File: config.mk
export PLATFORM = sky130hd
export DESIGN_NAME = dmem_handshake_responder_flat
export DESIGN_NICKNAME = d
export VERILOG_FILES = /design/src/rtl/dmem_handshake_responder_if.sv /design/src/rtl/dmem_handshake_responder.sv /design/src/flat_wrapper.sv
export SDC_FILE = /design/constraint.sdc
export NUM_CORES = 2
export LEC_CHECK = 0
export CORE_MARGIN = 1.5
export CORE_UTILIZATION = 32
export CTS_BUF_LIST = sky130_fd_sc_hd__clkbuf_4 sky130_fd_sc_hd__clkbuf_8 sky130_fd_sc_hd__clkbuf_16
export DETAILED_ROUTE_END_ITERATION = 10
export GPL_ROUTABILITY_DRIVEN = 1
export PLACE_DENSITY_LB_ADDON = 0.15
export SLEW_MARGIN = 20
export SYNTH_ARGS = -nofsm -noshare
export SYNTH_HDL_FRONTEND = slang
export SYNTH_SLANG_ARGS = --single-unit
File: constraint.sdc
create_clock -name clk -period 11.7 [get_ports clk]
set_input_delay 2.34 -clock clk [delete_from_list [all_inputs] [get_ports clk]]
set_output_delay 2.34 -clock clk [all_outputs]
set_load 0.02 [all_outputs]
File: src/rtl/dmem_handshake_responder_if.sv
// Request/acknowledge bus between a CPU data port (master) and the data
// memory responder (slave).
//
// Handshake: the master raises req together with we/addr/wdata and holds
// them until it sees ack. The slave samples the request once, in IDLE, and
// ignores further changes. It answers with a single-cycle ack; rdata and
// err are meaningful only in that cycle, rdata then holds and err returns
// to 0. A req still high in the cycle after ack is a new request.
interface dmem_handshake_responder_if;
    logic        req;
    logic        we;
    logic [31:0] addr;
    logic [31:0] wdata;
    logic        ack;
    logic [31:0] rdata;
    logic        err;
    logic        busy;

    modport master (
        output req, we, addr, wdata,
        input  ack, rdata, err, busy
    );

    modport slave (
        input  req, we, addr, wdata,
        output ack, rdata, err, busy
    );
endinterface

File: src/rtl/dmem_handshake_responder.sv
// Word-addressed data memory answering load/store requests with a
// programmable number of wait states. Misaligned or out-of-range accesses
// complete with err=1 and leave the RAM untouched.
module dmem_handshake_responder #(
    parameter int DEPTH   = 64,
    parameter int LATENCY = 2
) (
    input  logic                        clk,
    input  logic                        rst_n,
    dmem_handshake_responder_if.slave   bus,
    output logic [1:0]                  dbg_state
);

    localparam int AW = (DEPTH > 1) ? $clog2(DEPTH) : 1;

    typedef enum logic [1:0] {
        S_IDLE = 2'd0,
        S_BUSY = 2'd1,
        S_RESP = 2'd2
    } state_t;

    state_t      state_q, state_d;
    logic [31:0] addr_q,  addr_d;
    logic        we_q,    we_d;
    logic [31:0] wdata_q, wdata_d;
    logic [3:0]  cnt_q,   cnt_d;
    logic        ack_q,   ack_d;
    logic        err_q,   err_d;
    logic        busy_q,  busy_d;
    logic [31:0] rdata_q, rdata_d;

    // Storage is not touched by reset; contents start at zero.
    logic [31:0] ram [DEPTH] = '{default: 32'h0};

    logic          acc_err;
    logic          ram_we;
    logic [AW-1:0] word_idx;

    // Only addr_q[31:2] selects the word; anything past DEPTH is rejected,
    // never folded back onto a lower word.
    assign word_idx = addr_q[AW+1:2];
    assign acc_err  = (addr_q[1:0] != 2'b00) || (addr_q[31:2] >= 30'(DEPTH));

    // Next-state and next-output computation for the request FSM.
    always_comb begin
        state_d = state_q;
        addr_d  = addr_q;
        we_d    = we_q;
        wdata_d = wdata_q;
        cnt_d   = cnt_q;
        ack_d   = 1'b0;
        err_d   = 1'b0;
        busy_d  = busy_q;
        rdata_d = rdata_q;
        ram_we  = 1'b0;
        case (state_q)
            S_IDLE: begin
                busy_d = 1'b0;
                if (bus.req) begin
                    addr_d  = bus.addr;
                    we_d    = bus.we;
                    wdata_d = bus.wdata;
                    cnt_d   = 4'(LATENCY);
                    busy_d  = 1'b1;
                    state_d = S_BUSY;
                end
            end
            S_BUSY: begin
                busy_d = 1'b1;
                if (cnt_q != 4'd0) begin
                    cnt_d = cnt_q - 4'd1;
                end else begin
                    // The access itself happens on the edge that enters RESP.
                    state_d = S_RESP;
                    ack_d   = 1'b1;
                    if (acc_err) begin
                        err_d   = 1'b1;
                        rdata_d = 32'h0;
                    end else if (we_q) begin
                        ram_we  = 1'b1;
                        rdata_d = wdata_q;
                    end else begin
                        rdata_d = ram[word_idx];
                    end
                end
            end
            S_RESP: begin
                busy_d  = 1'b0;
                state_d = S_IDLE;
            end
            default: begin
                busy_d  = 1'b0;
                state_d = S_IDLE;
            end
        endcase
    end

    // FSM state, captured request and registered outputs.
    always_ff @(posedge clk or negedge rst_n) begin
        if (!rst_n) begin
            state_q <= S_IDLE;
            addr_q  <= 32'h0;
            we_q    <= 1'b0;
            wdata_q <= 32'h0;
            cnt_q   <= 4'd0;
            ack_q   <= 1'b0;
            err_q   <= 1'b0;
            busy_q  <= 1'b0;
            rdata_q <= 32'h0;
        end else begin
            state_q <= state_d;
            addr_q  <= addr_d;
            we_q    <= we_d;
            wdata_q <= wdata_d;
            cnt_q   <= cnt_d;
            ack_q   <= ack_d;
            err_q   <= err_d;
            busy_q  <= busy_d;
            rdata_q <= rdata_d;
        end
    end

    // RAM write port; ram_we can only be high in BUSY, so an asserted reset
    // (which forces IDLE) drops any pending store.
    always_ff @(posedge clk) begin
        if (ram_we) begin
            ram[word_idx] <= wdata_q;
        end
    end

    assign bus.ack   = ack_q;
    assign bus.err   = err_q;
    assign bus.busy  = busy_q;
    assign bus.rdata = rdata_q;
    assign dbg_state = state_q;

endmodule

File: src/flat_wrapper.sv
// flat-port wrapper written by rule: the top's interface ports become plain ports
module dmem_handshake_responder_flat 
#(
    parameter int DEPTH   = 64,
    parameter int LATENCY = 2
)
  (clk, rst_n, dbg_state, bus_req, bus_we, bus_addr, bus_wdata, bus_ack, bus_rdata, bus_err, bus_busy);
  dmem_handshake_responder_if bus_i ();
  input  logic clk;
  input  logic rst_n;
  output logic [1:0] dbg_state;
  input wire logic [$bits(bus_i.req)-1:0] bus_req;
  input wire logic [$bits(bus_i.we)-1:0] bus_we;
  input wire logic [$bits(bus_i.addr)-1:0] bus_addr;
  input wire logic [$bits(bus_i.wdata)-1:0] bus_wdata;
  output wire logic [$bits(bus_i.ack)-1:0] bus_ack;
  output wire logic [$bits(bus_i.rdata)-1:0] bus_rdata;
  output wire logic [$bits(bus_i.err)-1:0] bus_err;
  output wire logic [$bits(bus_i.busy)-1:0] bus_busy;
  assign bus_i.req = bus_req;
  assign bus_i.we = bus_we;
  assign bus_i.addr = bus_addr;
  assign bus_i.wdata = bus_wdata;
  assign bus_ack = bus_i.ack;
  assign bus_rdata = bus_i.rdata;
  assign bus_err = bus_i.err;
  assign bus_busy = bus_i.busy;
  dmem_handshake_responder #(.DEPTH(DEPTH), .LATENCY(LATENCY)) u_core (.clk(clk), .rst_n(rst_n), .bus(bus_i), .dbg_state(dbg_state));
endmodule
==> qor.txt <==
Status = finished, final reports clean
Share of layout cells above drive strength 1 = 22.3%
Row count = 187
FF+latch area = 64200 sq um
Synth top area cells = edfxtp_1 (74%), mux2_2 (3.3%), mux4_2 (3.2%)
Initial Utilization = 32.2%
Static Leakage = 30.6 nW
IO Pins = 105
WS Path Type = flop to flop
Via Count = 47.8k
Gr usage total = 23.0%
Critical path's largest stage delay = 980 ps
Hold_buf cts = 0
Peak Freq = 198 MHz
Layout Nets = 4869
Top cell type's share of synthesized area = 73.7%
Synth Net Count = 4639
Worst IR drop on VDD = 236 uV
Synth Cell Area = 83400 sq um
Hold Vio Cnt, Final = 0
Final setup TNS = 0 ps
Synth Register Bits = 2154
Post-DR wirelength/cell = 36.7 um
Pins Over Slew Limit = 0
Layout area overhead = 15.9%
TritonCTS clock tree = yes
Die width = 514 um
Largest net degree at the start of global routing = 82
Input/output buffers = 104
Multi-input gate area = 17800 sq um
Min Tclk post-route = 5040 ps
WL final = 309 mm
Critical path's slowest cell = nand3_1
Gpl congestion = 0.819
Ys flop type = edfxtp_1
HP Class = flop to flop
CTS sink count = 2154
CP max FO = 41
ANT nets after route = 0
Crit path arrival time = 5560 ps
Clock Pin Slew Worst Setup and Hold Paths = 60 ps
Slew @ Worst Pin = 1150 ps
Pwr Density = 264 nW/um^2
Ys async rst share = 4.92%
Relative slew margins = 21.4%
Clock skew = 41.8 ps
CTS root buffer = clkbuf_16
Cts bufs inserted = 229
Skew-Pair Late Insertion Delay = 890 ps
Grt ovf = 0
Fillcell total = 23.8k
Layout Cells excl Fill = 8407
Clock Path Buffers = 3
Layout Utilization = 37.3%
R2R setup slack = 6660 ps
Critical Path RT = 12210 ps
DIE HEIGHT = 514 um
Avg Vias per Cell = 5.69
Register area share after synthesis = 76.9%
Initial detailed-routing violation count = 6078
Crit-path most repeated cell = buf_4
Period utilisation layout = 43.1%
Startpoint types = flop
Crit end category = flop
Die ar. = 264000 sq um
Maxcap violations = 0
H-tree levels = 4
Synth warn = 0
Fin Hold WS = 506 ps
Placed insts = 7971
HPWL after DPL = 181 mm
Global-route wire length before repair = 417 mm
Post-synth EDFFs = 2048
Area leader, netlist = edfxtp_1
Cells after Synth = 4570
DR DRC count = 0
# resized after CTS = 0
Crit-path cells = buf_4 > buf_4 > nand3_1 > buf_4 > nor2_4 > buf_4
First-pass iteration count of the detailed router = 7
Vias in the first global route = 47.0k
Cell variety after synth = 83
Mean post-synth cell area = 18.3 sq um
RSZ-0062 raised after global routing = no
# Post-CTS Setup Buffers = 0
Core area = 259000 sq um
Finish-stage setup viols = 0
Initial antenna violation count = 23
[worst paths after layout]
check | from | to | depth (start not counted)
max reg2reg | u_core.addr_q[3] | u_core.ram[15][19] | 6
max | u_core.addr_q[3] | u_core.ram[15][19] | 6
min | u_core.addr_q[25] | u_core.addr_q[25] | 1
min reg2reg | u_core.addr_q[25] | u_core.addr_q[25] | 1
min in group asynchronous | rst_n | u_core.wdata_q[28] | 1
max in group asynchronous | rst_n | u_core.addr_q[3] | 2
[layout by cell type (no fill, tap or decap), types with 32 or more instances in the layout]
cell type,instances
buf_4,202
inv_1,33
a22oi_1,47
dfrtp_1,71
mux4_2,119
dfrtp_2,32
mux2i_1,236
clkdlybuf4s50_1,103
o22ai_1,269
clkbuf_16,231
a21oi_1,112
o21ai_0,101
edfxtp_1,2048
clkbuf_4,57
nor2_1,102
nand2_1,98
a221oi_1,59
clkinv_1,54
nor2_4,65
o221ai_1,157
mux2_2,246
clkinv_2,36
[cell usage after synthesis (71+ instances only)]
master,count
mux2_2,246
o221ai_1,157
nand2_1,101
buf_4,71
dfrtp_1,106
o21ai_0,102
nor2_1,167
buf_2,101
a21oi_1,112
o22ai_1,270
mux4_2,119
edfxtp_1,2048
clkbuf_1,78
mux2i_1,236
[area by class of cell]
type	count	area share [%]
repair buffers	313	2.77
diodes	10	0.0259
clock inverters	127	1.27
flip-flops and latches	2154	66.4
multi-input cells	2066	18.4
well taps	3402	4.40
inverters	36	0.150
clock buffers	299	6.57
[critical path: cells and delay by family, from the launching register on]
| family | cells | cell delay (ps) |
|---|---|---|
| buffers and inverters | 4 | 2260 |
| and+or+nand+nor | 2 | 1500 |
| DFF | 1 | 820 |
[sequential cells by signal, summed over array words and instances (netlist names)]
name / count
u_core.ram: 2048
u_core.addr_q: 32
u_core.bus.rdata: 32
u_core.wdata_q: 32
u_core.cnt_q: 4
u_core.dbg_state: 2
u_core.bus.ack: 1
u_core.bus.busy: 1
u_core.bus.err: 1
u_core.we_q: 1
[where the power goes]
part | internal [W] | total [W] | switching, W
clock network | 0.00424 | 0.00736 | 0.00312
registers | 0.00971 | 0.00996 | 0.000243
logic | 0.00215 | 0.00827 | 0.00612
[stage by stage]
step / instance area, sq um / setup slack [ps] / total power (W)
finish: 96700 / 6660 / 0.0256
global route: 96700 / 6560 / 0.0262
CTS: 96700 / 6660 / 0.0257
detailed placement: 89100 / 6690 / 0.0183
global placement: 89100 / 6100 / 0.0183
floorplan: 83400 / 7840 / 0.0144
[per-layer routing]
layer  vias up  share of wire [%]  track usage, %
met5         -              0.014               0
met3       470                7.8            4.10
met2      2273                 46            36.4
met1     25700                 43            32.0
li1      19300                  -               -
met4         8                3.4            7.53
[kinds of logic (layout without fill, tap and decap cells)]
family | Yosys count | after routing | synth area share [%]
DFF | 2154 | 2154 | 76.9
adders and majority gates | 1 | 1 | 0.0150
muxes | 601 | 601 | 9.36
and+or+nand+nor | 481 | 481 | 2.91
other | 0 | 10 | 0
AOI/OAI and AO/OA | 981 | 981 | 8.33
buffers and inverters | 350 | 775 | 2.48
xor gates and xnor gates | 2 | 2 | 0.0210
Note: power is estimated with default switching activity, not from simulation.
